**config.mk**
```make
export PLATFORM = sky130hd
export DESIGN_NAME = alu_pipe
export DESIGN_NICKNAME = d
export VERILOG_FILES = /design/src/rtl/alu_pkg.sv /design/src/rtl/alu_comb.sv /design/src/rtl/alu_pipe.sv
export SDC_FILE = /design/constraint.sdc
export NUM_CORES = 1
export LEC_CHECK = 0
export CORE_ASPECT_RATIO = 0.5
export CORE_MARGIN = 1.5
export CORE_UTILIZATION = 45
export CTS_CLUSTER_DIAMETER = 50
export CTS_CLUSTER_SIZE = 12
export DETAILED_ROUTE_END_ITERATION = 10
export HOLD_SLACK_MARGIN = 0.02
export PLACE_DENSITY = 0.65
export SETUP_SLACK_MARGIN = 0.1
export SYNTH_ARGS = -nofsm -noshare
export SYNTH_HDL_FRONTEND = slang
export SYNTH_SLANG_ARGS = --single-unit
```
**constraint.sdc**
```tcl
create_clock -name clk -period 3.45 [get_ports clk]
set_clock_uncertainty 0.2 [all_clocks]
set_input_delay 0.5175 -clock clk [delete_from_list [all_inputs] [get_ports clk]]
set_output_delay 0.5175 -clock clk [all_outputs]
set_load 0.01 [all_outputs]
```
**src/rtl/alu_pkg.sv**
```systemverilog
// Shared opcode and FSM-state encodings for the registered ALU slice.
package alu_pkg;

    typedef logic [3:0] op_t;

    localparam op_t OP_ADD  = 4'h0;
    localparam op_t OP_SUB  = 4'h1;
    localparam op_t OP_AND  = 4'h2;
    localparam op_t OP_OR   = 4'h3;
    localparam op_t OP_NOT  = 4'h4;
    localparam op_t OP_XOR  = 4'h5;
    localparam op_t OP_NOR  = 4'h6;
    localparam op_t OP_SHL  = 4'h7;
    localparam op_t OP_SHR  = 4'h8;
    localparam op_t OP_ASR  = 4'h9;
    localparam op_t OP_ROL  = 4'hA;
    localparam op_t OP_ROR  = 4'hB;
    localparam op_t OP_EQ   = 4'hC;
    localparam op_t OP_MUL  = 4'hD;
    localparam op_t OP_SLT  = 4'hE;
    localparam op_t OP_ZERO = 4'hF;

    localparam logic [1:0] ST_IDLE = 2'd0;
    localparam logic [1:0] ST_MUL  = 2'd1;
    localparam logic [1:0] ST_DONE = 2'd2;

endpackage

```
**src/rtl/alu_comb.sv**
```systemverilog
// Combinational decode of every single-cycle opcode; MUL and unused codes yield zero.
module alu_comb
    import alu_pkg::*;
#(
    parameter int WIDTH = 8,
    parameter int SHW   = $clog2(WIDTH)
) (
    input  logic [3:0]       ctrl,
    input  logic [WIDTH-1:0] x,
    input  logic [WIDTH-1:0] y,
    output logic [WIDTH-1:0] res,
    output logic             carry,
    output logic             ovf
);

    localparam int M = WIDTH - 1;

    logic [WIDTH:0] sum;
    logic [WIDTH:0] diff;

    assign sum  = {1'b0, x} + {1'b0, y};
    assign diff = {1'b0, x} - {1'b0, y};

    always_comb begin
        res   = '0;
        carry = 1'b0;
        ovf   = 1'b0;
        case (ctrl)
            OP_ADD: begin
                res   = sum[M:0];
                carry = sum[WIDTH];
                ovf   = (x[M] == y[M]) && (sum[M] != x[M]);
            end
            OP_SUB: begin
                // The extra MSB of the widened difference is the borrow.
                res   = diff[M:0];
                carry = diff[WIDTH];
                ovf   = (x[M] != y[M]) && (diff[M] != x[M]);
            end
            OP_AND:  res = x & y;
            OP_OR:   res = x | y;
            OP_NOT:  res = ~x;
            OP_XOR:  res = x ^ y;
            OP_NOR:  res = ~(x | y);
            OP_SHL:  res = y << x[SHW-1:0];
            OP_SHR:  res = y >> x[SHW-1:0];
            OP_ASR:  res = {x[M], x[M:1]};
            OP_ROL:  res = {x[M-1:0], x[M]};
            OP_ROR:  res = {x[0], x[M:1]};
            OP_EQ:   res = {{(WIDTH-1){1'b0}}, x == y};
            OP_SLT:  res = {{(WIDTH-1){1'b0}}, $signed(x) < $signed(y)};
            default: res = '0;
        endcase
    end

endmodule

```
**src/rtl/alu_pipe.sv**
```systemverilog
// Registered ALU with valid/ready handshake, status flags and a shift-add multiplier.
module alu_pipe
    import alu_pkg::*;
#(
    parameter int WIDTH = 8,
    parameter int SHW   = $clog2(WIDTH)
) (
    input  logic             clk,
    input  logic             rst_n,
    input  logic             in_valid,
    output logic             in_ready,
    input  logic [3:0]       ctrl,
    input  logic [WIDTH-1:0] x,
    input  logic [WIDTH-1:0] y,
    output logic             out_valid,
    input  logic             out_ready,
    output logic [WIDTH-1:0] out,
    output logic             carry,
    output logic             zero,
    output logic             ovf
);

    localparam logic [SHW-1:0] CNT_LAST = SHW'(WIDTH - 1);

    logic [1:0]         state;
    logic [SHW-1:0]     cnt;
    logic [2*WIDTH-1:0] mcand;
    logic [2*WIDTH-1:0] prod;
    logic [WIDTH-1:0]   mplier;

    logic [WIDTH-1:0]   c_res;
    logic               c_carry;
    logic               c_ovf;

    logic out_free;
    logic accept;
    logic load_op;
    logic load_mul;

    alu_comb #(
        .WIDTH (WIDTH),
        .SHW   (SHW)
    ) u_comb (
        .ctrl  (ctrl),
        .x     (x),
        .y     (y),
        .res   (c_res),
        .carry (c_carry),
        .ovf   (c_ovf)
    );

    assign out_free = !out_valid || out_ready;
    assign in_ready = (state == ST_IDLE) && out_free;
    assign accept   = in_valid && in_ready;
    assign load_op  = accept && (ctrl != OP_MUL);
    assign load_mul = (state == ST_DONE) && out_free;

    always_ff @(posedge clk or negedge rst_n) begin
        if (!rst_n) begin
            state  <= ST_IDLE;
            cnt    <= '0;
            mcand  <= '0;
            mplier <= '0;
            prod   <= '0;
        end else begin
            case (state)
                ST_IDLE: begin
                    if (accept && (ctrl == OP_MUL)) begin
                        mcand  <= {{WIDTH{1'b0}}, x};
                        mplier <= y;
                        prod   <= '0;
                        cnt    <= '0;
                        state  <= ST_MUL;
                    end
                end
                ST_MUL: begin
                    // Multiplicand walks left while the multiplier drains from its LSB.
                    if (mplier[0]) begin
                        prod <= prod + mcand;
                    end
                    mcand  <= mcand << 1;
                    mplier <= mplier >> 1;
                    cnt    <= cnt + 1'b1;
                    if (cnt == CNT_LAST) begin
                        state <= ST_DONE;
                    end
                end
                ST_DONE: begin
                    if (out_free) begin
                        state <= ST_IDLE;
                    end
                end
                default: state <= ST_IDLE;
            endcase
        end
    end

    always_ff @(posedge clk or negedge rst_n) begin
        if (!rst_n) begin
            out       <= '0;
            carry     <= 1'b0;
            zero      <= 1'b0;
            ovf       <= 1'b0;
            out_valid <= 1'b0;
        end else if (load_op) begin
            out       <= c_res;
            carry     <= c_carry;
            zero      <= (c_res == '0);
            ovf       <= c_ovf;
            out_valid <= 1'b1;
        end else if (load_mul) begin
            out       <= prod[WIDTH-1:0];
            carry     <= |prod[2*WIDTH-1:WIDTH];
            zero      <= (prod[WIDTH-1:0] == '0);
            ovf       <= 1'b0;
            out_valid <= 1'b1;
        end else if (out_ready) begin
            out_valid <= 1'b0;
        end
    end

endmodule
```
==> flow_summary.json <==
{
  "io_buffers": 36,
  "wirelength_um": 17000,
  "cp-start-kind": "input port",
  "initial_core_util_pct": 47.2,
  "status": "finished clean",
  "clock_latency_ps": 330,
  "p_per_area_mw_per_mm2": 654,
  "syn-num-nets": 694,
  "arrival_ps": 3390,
  "ys_seq_elements": 57,
  "cp_slowest_stage_delay_ps": 530,
  "final_area_mm2": 0.00676,
  "clk_path_buf_depth": 2,
  "vdd_drop_max_mv": 0.358,
  "wl_per_cell_um": 19.0,
  "leakage_nw": 2.98,
  "place_congestion": 0.994,
  "ys_types": 81,
  "syn2layout_area_growth_pct": 27.7,
  "tightest_slew_ps": 875,
  "cts_htree_levels": 3,
  "finalSetupViolations": 0,
  "synth-edff-count": 0,
  "via_per_inst": 6.10,
  "internal-power_mw": 2.64,
  "rows": 27,
  "clkPwrFrac_pct": 23.3,
  "io_pins": 37,
  "mostFrequentLayoutCells": "buf_4, nand2_1, dfrtp_1",
  "numCtsBuffers": 9,
  "async_reset_ff_share_pct": 100,
  "n_fill_cell": 1008,
  "avgSynthCellArea_um2": 8.48,
  "max-cap-violations": 0,
  "layout_commonest_cell": "buf_4",
  "postRouteAntennaNets": 0,
  "post_dp_cell_area_mm2": 0.00636,
  "post-route-min-period_ps": 3350,
  "cts_sinks": 57,
  "seq_power_share_pct": 27.3,
  "worstHoldPathType": "input port to async pin",
  "ys_seq_area_share_pct": 27.0,
  "cts.clk_slew.worst_paths_ps": 50,
  "p_comb_share_pct": 49.3,
  "worstPathRequired_ps": 3480,
  "antenna_found_initial": 0,
  "fp.dieH_um": 79.7,
  "nets": 799,
  "maxSlewViolCount": 0,
  "crit_type": "input port to flip-flop",
  "vias": 5443,
  "cp_max_fo": 3,
  "place_hpwl_um": 13000,
  "grt_pass1_vias": 5228,
  "grt_max_degree": 39,
  "drive_above_1_share_pct": 21.0,
  "worstPathCellList": "clkdlybuf4s50_1 > inv_1 > ha_1 > or3b_4 > and3_4 > a2111oi_1 > nand4b_1 > nor4_1 > nand4_1 > o32ai_2",
  "root_buffer": "clkbuf_16",
  "overflow": 0,
  "rsz0062_at_grt": "yes",
  "cts_tree": "done",
  "die_w_um": 156,
  "track_usage_pct": 28.3,
  "dr.pass1.iters": 5,
  "antenna_cells": 0,
  "period_share_pct": 97.2,
  "core_area_mm2": 0.0112,
  "fmax_mhz": 298,
  "drt-initial-drc-count": 584,
  "end_kind": "flip-flop",
  "ys.flop_type": "dfrtp_1",
  "grt_pass1_wl_um": 27500,
  "swShare_pct": 40.3,
  "relSlewSlack_pct": 41.7,
  "slowest_stage": "clkdlybuf4s50_1",
  "die_area_mm2": 0.0125,
  "fin_hold_ws_ps": 110,
  "final-hold-violation-count": 0,
  "synthCells": 624,
  "yosysWarnings": 0,
  "p_switching_mw": 1.78,
  "netlist_area_mm2": 0.00529,
  "drc": 0
}
==> layer usage <==
metal	wire length (um)	up-vias	GRT usage (%)
met4	195	0	5.71
met3	1160	23	4.67
met2	7730	211	46.9
met1	7870	2656	39.2
met5	0	-	0
li1	-	2553	-
==> synthesized netlist by cell type, drive strengths merged (7+ instances only) <==
| master | n | area share (%) |
|---|---|---|
| a211oi | 9 | 1.3 |
| a21o | 9 | 1.3 |
| a21oi | 28 | 2.6 |
| a31oi | 8 | 0.95 |
| a32oi | 7 | 1.2 |
| buf | 15 | 1.8 |
| clkbuf | 25 | 2.6 |
| dfrtp | 57 | 27 |
| ha | 43 | 10 |
| inv | 31 | 2.2 |
| mux2i | 10 | 1.9 |
| mux4 | 10 | 4.3 |
| nand2 | 61 | 4.3 |
| nand3 | 32 | 3.0 |
| nor2 | 51 | 3.6 |
| nor3 | 12 | 1.1 |
| nor4 | 9 | 1.1 |
| o21ai | 43 | 4.1 |
| o22ai | 21 | 2.5 |
| o31ai | 9 | 1.3 |
==> stage by stage <==
stage / setup slack, ps / std cells / total power [mW] / setup TNS (ps) / util (%)
after global placement: -207 / 875 / 3.28 / -663 / 56.7
after global routing: 70.2 / 893 / 4.76 / 0 / 60.3
after CTS: 99.1 / 891 / 4.41 / 0 / 59.8
final: 96.0 / 893 / 4.42 / 0 / 60.3
after detailed placement: -289 / 875 / 3.34 / -865 / 56.7
after floorplan: 110 / 624 / 2.63 / 0 / -
==> flip-flops by register name (all words and copies together) (netlist names) <==
register,flops
carry,1
cnt,3
mcand,16
mplier,8
out,8
out_valid,1
ovf,1
prod,16
state,2
zero,1
==> cells by family (layout without fill, tap and decap cells) <==
family,count (synthesis),count (layout),share of synthesized area [%]
fa+ha+maj,46,46,11.3
mux,21,21,6.36
flops,57,57,27.0
compound gates,192,192,24.9
buf+inv,72,182,6.83
simple gates,226,226,22.0
xor+xnor,10,10,1.65
==> repair_timing <==
action                                  4_1_cts  5_1_grt
pin swaps                                     1        4
resized for setup                             4        8
endpoints found under the setup margin        2        3
hold buffers                                  0        0
setup buffers                                 0        2
==> power groups by stage <==
stage | logic [mW] | clock network (mW) | registers (mW)
floorplan | 1.47 | 0 | 1.15
global placement | 2.08 | 0 | 1.20
detailed placement | 2.13 | 0 | 1.21
CTS | 2.16 | 1.04 | 1.20
global route | 2.44 | 1.08 | 1.24
finish | 2.18 | 1.03 | 1.21
==> layout make-up <==
type | instances | area (um^2) | area share, %
Clock buffer | 10 | 239 | 3.54
Clock inverter | 6 | 105 | 1.55
Inverter | 31 | 116 | 1.72
Multi-Input combinational cell | 495 | 3550 | 52.6
Sequential cell | 57 | 1430 | 21.1
Tap cell | 159 | 199 | 2.94
Timing Repair Buffer | 135 | 1120 | 16.6
==> final timing paths <==
kind	cells after the start	to	start	slack (ps)
worst max-delay path	10	zero	y[2]	100
worst min-delay path	1	mcand[9]	rst_n	110
worst max register to register	9	prod[12]	prod[0]	560
worst min register to register	1	prod[15]	prod[15]	300
max in group asynchronous	2	mplier[2]	rst_n	2260
min in group clk	1	prod[15]	prod[15]	300
==> worst max-delay path, delay by kind of cell <==
kind	cells	cell delay, ps
AOI/OAI and AO/OA	2	660
adders and majority gates	1	320
and+or+nand+nor	5	1270
buffers and inverters	2	610
(Power assumes the default switching activity.)
